===== src/rtl/dsp_pkg.sv =====
// Shared window-select codes and helpers for the moving-average reader.
package dsp_pkg;

  localparam logic [2:0] WIN_SEL_1   = 3'd0;
  localparam logic [2:0] WIN_SEL_8   = 3'd1;
  localparam logic [2:0] WIN_SEL_16  = 3'd2;
  localparam logic [2:0] WIN_SEL_32  = 3'd3;
  localparam logic [2:0] WIN_SEL_64  = 3'd4;
  localparam logic [2:0] WIN_SEL_128 = 3'd5;
  localparam logic [2:0] WIN_SEL_256 = 3'd6;

  localparam logic [0:0] ST_FILL = 1'b0;
  localparam logic [0:0] ST_RUN  = 1'b1;

  // Reserved code 7 falls into the default and behaves as a window of 1.
  function automatic logic [3:0] win_log2(input logic [2:0] sel);
    case (sel)
      WIN_SEL_1:   win_log2 = 4'd0;
      WIN_SEL_8:   win_log2 = 4'd3;
      WIN_SEL_16:  win_log2 = 4'd4;
      WIN_SEL_32:  win_log2 = 4'd5;
      WIN_SEL_64:  win_log2 = 4'd6;
      WIN_SEL_128: win_log2 = 4'd7;
      WIN_SEL_256: win_log2 = 4'd8;
      default:     win_log2 = 4'd0;
    endcase
  endfunction

  function automatic logic [8:0] win_len(input logic [2:0] sel);
    win_len = 9'd1 << win_log2(sel);
  endfunction

endpackage


===== src/rtl/moving_avg_reader_tap_mux.sv =====
// Selects the delay-line tap matching the active averaging window.
module tap_mux
  import dsp_pkg::*;
#(
  parameter int SIG_WIDTH = 16
) (
  input  logic [2:0]           sel,
  input  logic [SIG_WIDTH-1:0] tap_1,
  input  logic [SIG_WIDTH-1:0] tap_8,
  input  logic [SIG_WIDTH-1:0] tap_16,
  input  logic [SIG_WIDTH-1:0] tap_32,
  input  logic [SIG_WIDTH-1:0] tap_64,
  input  logic [SIG_WIDTH-1:0] tap_128,
  input  logic [SIG_WIDTH-1:0] tap_256,
  output logic [SIG_WIDTH-1:0] tap_sel
);

  // One-of-seven tap selection by window code
  always_comb begin
    case (sel)
      WIN_SEL_1:   tap_sel = tap_1;
      WIN_SEL_8:   tap_sel = tap_8;
      WIN_SEL_16:  tap_sel = tap_16;
      WIN_SEL_32:  tap_sel = tap_32;
      WIN_SEL_64:  tap_sel = tap_64;
      WIN_SEL_128: tap_sel = tap_128;
      WIN_SEL_256: tap_sel = tap_256;
      default:     tap_sel = tap_1;
    endcase
  end

endmodule


===== src/rtl/moving_avg_reader.sv =====
// Running moving average over a power-of-two window fed by the DDS tap delay line.
// Optional macro MOVING_AVG_ROUND_EN: round half-up before the output shift.
module moving_avg_reader
  import dsp_pkg::*;
#(
  parameter int SIG_WIDTH = 16,
  parameter int ACC_WIDTH = SIG_WIDTH + 9
) (
  input  logic                 clk,
  input  logic                 rst_n,
  input  logic                 en,
  input  logic [2:0]           win_sel,
  input  logic [SIG_WIDTH-1:0] x_in,
  input  logic [SIG_WIDTH-1:0] tap_1,
  input  logic [SIG_WIDTH-1:0] tap_8,
  input  logic [SIG_WIDTH-1:0] tap_16,
  input  logic [SIG_WIDTH-1:0] tap_32,
  input  logic [SIG_WIDTH-1:0] tap_64,
  input  logic [SIG_WIDTH-1:0] tap_128,
  input  logic [SIG_WIDTH-1:0] tap_256,
  output logic [SIG_WIDTH-1:0] y_out,
  output logic                 y_valid,
  output logic                 filled
);

  logic [0:0]                  state_r, state_next_s;
  logic [2:0]                  sel_q_r, sel_use_s;
  logic [8:0]                  fill_cnt_r, fill_cnt_next_s;
  logic signed [ACC_WIDTH-1:0] acc_r, acc_next_s, x_ext_s, tap_ext_s;
  logic signed [ACC_WIDTH-1:0] round_s, y_wide_s;
  logic [SIG_WIDTH-1:0]        tap_sel_s, y_out_r;
  logic                        y_valid_r, filled_r, change_s;
  logic [3:0]                  shift_s;

  tap_mux #(.SIG_WIDTH(SIG_WIDTH)) u_tap_mux (
    .sel     (sel_q_r),
    .tap_1   (tap_1),
    .tap_8   (tap_8),
    .tap_16  (tap_16),
    .tap_32  (tap_32),
    .tap_64  (tap_64),
    .tap_128 (tap_128),
    .tap_256 (tap_256),
    .tap_sel (tap_sel_s)
  );

  // Next-state, fill counter and recursive accumulator update
  always_comb begin
    x_ext_s         = {{(ACC_WIDTH-SIG_WIDTH){x_in[SIG_WIDTH-1]}}, x_in};
    tap_ext_s       = {{(ACC_WIDTH-SIG_WIDTH){tap_sel_s[SIG_WIDTH-1]}}, tap_sel_s};
    change_s        = en && (win_sel != sel_q_r);
    sel_use_s       = change_s ? win_sel : sel_q_r;
    acc_next_s      = acc_r;
    fill_cnt_next_s = fill_cnt_r;
    state_next_s    = state_r;
    if (!en) begin
      state_next_s = state_r;
    end else if (change_s) begin
      // Restart the window from the current sample; N=1 is full at once.
      acc_next_s      = x_ext_s;
      fill_cnt_next_s = 9'd1;
      state_next_s    = (win_log2(win_sel) == 4'd0) ? ST_RUN : ST_FILL;
    end else if (state_r == ST_FILL) begin
      acc_next_s      = acc_r + x_ext_s;
      fill_cnt_next_s = fill_cnt_r + 9'd1;
      if (fill_cnt_r == win_len(sel_q_r) - 9'd1) begin
        state_next_s = ST_RUN;
      end else begin
        state_next_s = ST_FILL;
      end
    end else begin
      acc_next_s = acc_r + x_ext_s - tap_ext_s;
    end
  end

  // Output scaling: divide by N with optional half-up rounding
  always_comb begin
    shift_s = win_log2(sel_use_s);
`ifdef MOVING_AVG_ROUND_EN
    if (shift_s == 4'd0) begin
      round_s = {ACC_WIDTH{1'b0}};
    end else begin
      round_s = {{(ACC_WIDTH-1){1'b0}}, 1'b1} << (shift_s - 4'd1);
    end
`else
    round_s = {ACC_WIDTH{1'b0}};
`endif
    y_wide_s = (acc_next_s + round_s) >>> shift_s;
  end

  // State, accumulator and registered outputs
  always_ff @(posedge clk or negedge rst_n) begin
    if (!rst_n) begin
      state_r    <= ST_FILL;
      sel_q_r    <= WIN_SEL_1;
      fill_cnt_r <= 9'd0;
      acc_r      <= {ACC_WIDTH{1'b0}};
      y_out_r    <= {SIG_WIDTH{1'b0}};
      y_valid_r  <= 1'b0;
      filled_r   <= 1'b0;
    end else begin
      y_valid_r <= en;
      if (en) begin
        state_r    <= state_next_s;
        sel_q_r    <= sel_use_s;
        fill_cnt_r <= fill_cnt_next_s;
        acc_r      <= acc_next_s;
        y_out_r    <= y_wide_s[SIG_WIDTH-1:0];
        filled_r   <= (state_next_s == ST_RUN);
      end else begin
        state_r    <= state_r;
        sel_q_r    <= sel_q_r;
        fill_cnt_r <= fill_cnt_r;
        acc_r      <= acc_r;
        y_out_r    <= y_out_r;
        filled_r   <= filled_r;
      end
    end
  end

  assign y_out   = y_out_r;
  assign y_valid = y_valid_r;
  assign filled  = filled_r;

endmodule


===== config.mk =====
export PLATFORM = sky130hd
export DESIGN_NAME = moving_avg_reader
export DESIGN_NICKNAME = d
export VERILOG_FILES = /design/src/rtl/dsp_pkg.sv /design/src/rtl/moving_avg_reader_tap_mux.sv /design/src/rtl/moving_avg_reader.sv
export SDC_FILE = /design/constraint.sdc
export NUM_CORES = 1
export LEC_CHECK = 0
export ABC_AREA = 1
export ABC_CLOCK_PERIOD_IN_PS = 4600
export BUFFER_PORTS_ARGS = -buffer_cell sky130_fd_sc_hd__buf_2
export CAP_MARGIN = 20
export CORE_MARGIN = 5
export CORE_UTILIZATION = 50
export DETAILED_ROUTE_END_ITERATION = 7
export PLACE_DENSITY = 0.73
export SKIP_LAST_GASP = 1
export SLEW_MARGIN = 15
export SYNTH_ARGS = -nofsm -noshare
export SYNTH_HDL_FRONTEND = slang
export SYNTH_SLANG_ARGS = --single-unit

===== constraint.sdc =====
create_clock -name clk -period 4.6 [get_ports clk]
set_clock_uncertainty 0.1 [all_clocks]
set_input_delay 0.23 -clock clk [delete_from_list [all_inputs] [get_ports clk]]
set_output_delay 0.23 -clock clk [all_outputs]
set_load 0.01 [all_outputs]

==> impl_metrics.ini <==
[placed_design]
io_buffer_count = 151
dpl_cell_area_um2 = 9234
placed_cells = 1817
place.gp.congestion = 0.9953
hpwl_um = 23250

[clocking]
path_clk_slew_ps = 70
clk_path_buf_depth = 2
cts_made_buffers = 5
root_buffer = clkbuf_16
cts_sinks = 55
clk_latency_ps = 300
h-tree-depth = 2
cts_tree = done

[setup_path]
cp.required_ps = 4690
arrival_ps = 4300
crit_top_cell = nand2_1
crit_family = simple AND/OR/NAND/NOR gates
path_class = reg2reg
critPathMaxFanout = 5
slowest_delay_ps = 380
slowest_stage = dfrtp_1
rrSetupSlack_ps = 390
crit_path_start_kind = register
critPathBufInv = 0
end_kind = register

[pwr]
power.internal_mw = 1.912
pwr-share-clk_pct = 8.8
p_per_area_nw_per_um2 = 452.9
p_sw_mw = 2.381
power_frac_seq_pct = 15.4
p_leak_nw = 5.360
ir_drop_mv = 0.2635
swShare_pct = 55.47
p_comb_share_pct = 75.8

[sta]
slew_headroom_pct = 40.74
period_needed_ps = 4209
finalCritPeriodShare_pct = 91.51
rsz0062_at_grt = no
setup_viol = 0
tightest_slew_ps = 887.9
setup_tns_ps = 0
fmax_mhz = 237.6
hold_slack_ps = 139.0
drv_slew = 0
final_hold_viol_count = 0

[global_routing]
grt_antenna_before_repair = 0
gr-total-overflow = 0
first_global_vias = 9313
grt_use_met1_pct = 37.92
grt.busiest_layer = met2
grt_use_met3_pct = 2.521
grt_use_met2_pct = 47.15
grt.total_usage_pct = 28.28
grt_start_max_net_pins = 56
grt_pass1_wl_um = 45560

[final_layout]
diodes = 0
layout_commonest_cell = nand2_1
final_cells = 1831
final_cell_mix = 510 x nand2_1, 242 x nand3_1, 212 x inv_1, 151 x buf_2, 81 x a21oi_1
final_nets = 1798
fin_area_um2 = 9480
drive_gt1_share_pct = 14.84
area_growth_pct = 15.06

[synthesis]
syn-mean-instance-area_um2 = 5.628
syn_inst = 1464
ys_ff_latch = 55
synth_nets = 1652
ys_seq_area_share_pct = 16.70
synth_edf_count = 0
netlist_area_um2 = 8239
ys.flop_type = dfrtp_1
synthDistinctLibCells = 52
yosys_warnings = 0
synth-async-reset-ratio_pct = 100.0

[drt]
wire_per_inst_um = 15.34
drc = 0
postRouteAntennaNets = 0
drtIter0Drc = 762
drt-total-wl_um = 28090
dr.pass1.iters = 5
detailroute.via_count = 9955
avgViaCountPerCell = 5.437

[floorplanning]
die_area_um2 = 19140
core_area_um2 = 16350
pin_count = 152
die-width_um = 138.4
initial_core_util_pct = 50.40
die_y_um = 138.4
num_rows = 47

[run]
cap_violations = 0

[run_status]
status = finished, final reports clean

[hold_path]
hp-class = in2reg
-- area by class of cell --
cell class,count,area [um^2]
Fill cell,1742,6868
Inverter,222,839.6
Timing Repair Buffer,177,965.9
Sequential cell,55,1378
Multi-Input combinational cell,1149,5881
Clock inverter,2,12.51
Clock buffer,6,128.9
Tap cell,220,275.3
-- per-stage QoR --
stage	worst slack [ps]	total power, mW	utilization, %
final	390.6	4.293	57.99
after global routing	8.305	4.753	57.99
after CTS	178.5	4.214	57.41
after detailed placement	182.8	3.817	56.48
after global placement	231.8	3.778	56.48
after floorplan	936.1	3.011	-
-- layer usage --
metal | part of all wire, % | up-vias
met1 | 45 | 4483
met4 | 4.1 | 0
met3 | 5.5 | 72
met5 | 0 | -
li1 | - | 5057
met2 | 46 | 343
-- cells in the mapped netlist, drive strengths merged, types with 2 or more instances --
master | instances | area (um^2)
or2 | 14 | 87.59
o211ai | 12 | 90.09
a221oi | 12 | 105.1
nor3 | 7 | 46.30
o2111ai | 6 | 52.55
o22ai | 4 | 25.02
buf | 18 | 111.4
o21ai | 24 | 127.6
clkinv | 2 | 7.510
and2 | 8 | 50.05
xnor2 | 9 | 86.34
nand2 | 518 | 1969
clkbuf | 20 | 75.07
a22oi | 2 | 15.01
dfrtp | 55 | 1376
xor2 | 11 | 96.34
o21a | 2 | 16.27
ha | 52 | 650.6
nand3 | 247 | 1251
nand4 | 19 | 118.9
nand3b | 8 | 60.06
nor2 | 87 | 354.1
a22o | 11 | 96.34
fa | 2 | 40.04
o21bai | 3 | 22.52
a21oi | 83 | 419.2
inv | 220 | 828.3
-- sequential cells by signal, indices dropped and copies added (netlist names) --
signal	cells
y_out	16
fill_cnt_r	9
y_valid	1
sel_q_r	3
acc_r	25
filled	1
-- tightest hold or removal path: stages --
cell and delay, ps:
buf_2 90, nand2_1 50, nand3_1 120
-- final timing paths --
| kind | end | startpoint | cells after the start |
|---|---|---|---|
| setup / recovery | y_out[8]$_DFFE_PN0P_ | acc_r[0]$_DFFE_PN0P_ | 28 |
| hold / removal | acc_r[0]$_DFFE_PN0P_ | x_in[0] | 3 |
| setup reg to reg | y_out[8]$_DFFE_PN0P_ | acc_r[0]$_DFFE_PN0P_ | 28 |
| hold reg to reg | y_out[3]$_DFFE_PN0P_ | y_out[3]$_DFFE_PN0P_ | 2 |
| max in group asynchronous | sel_q_r[1]$_DFFE_PN0P_ | rst_n | 3 |
| min in group asynchronous | fill_cnt_r[5]$_DFFE_PN0P_ | rst_n | 3 |
-- kinds of logic (layout without fill, tap and decap cells) --
family / Yosys count / after routing / share of synthesized area, %
flip-flops: 55 / 55 / 16.70
adder cells (fa/ha/maj): 54 / 54 / 8.383
AO/OA/AOI/OAI: 165 / 165 / 12.38
buffers and inverters: 260 / 407 / 12.41
AND/OR/NAND/NOR: 909 / 909 / 47.87
XOR/XNOR: 20 / 20 / 2.217
other: 1 / 1 / 0.04551
-- power by group through the flow --
| stage | combinational, mW | clock [mW] | sequential (mW) |
|---|---|---|---|
| 4_1_cts | 3.17 | 0.385 | 0.658 |
| 3_3_place_gp | 3.12 | 0 | 0.662 |
| 2_1_floorplan | 2.34 | 0 | 0.668 |
| 6_report | 3.26 | 0.378 | 0.659 |
| 3_5_place_dp | 3.15 | 0 | 0.663 |
| 5_1_grt | 3.68 | 0.402 | 0.675 |
-- repair_timing --
item                                    in CTS  in global routing
buffers inserted                             0                  5
hold buffers                                 1                  0
endpoints found under the setup margin       0                 16
hold endpoints to repair                    55                  0
resized for setup                            0                 11
Power figures use the tool's default switching activity.
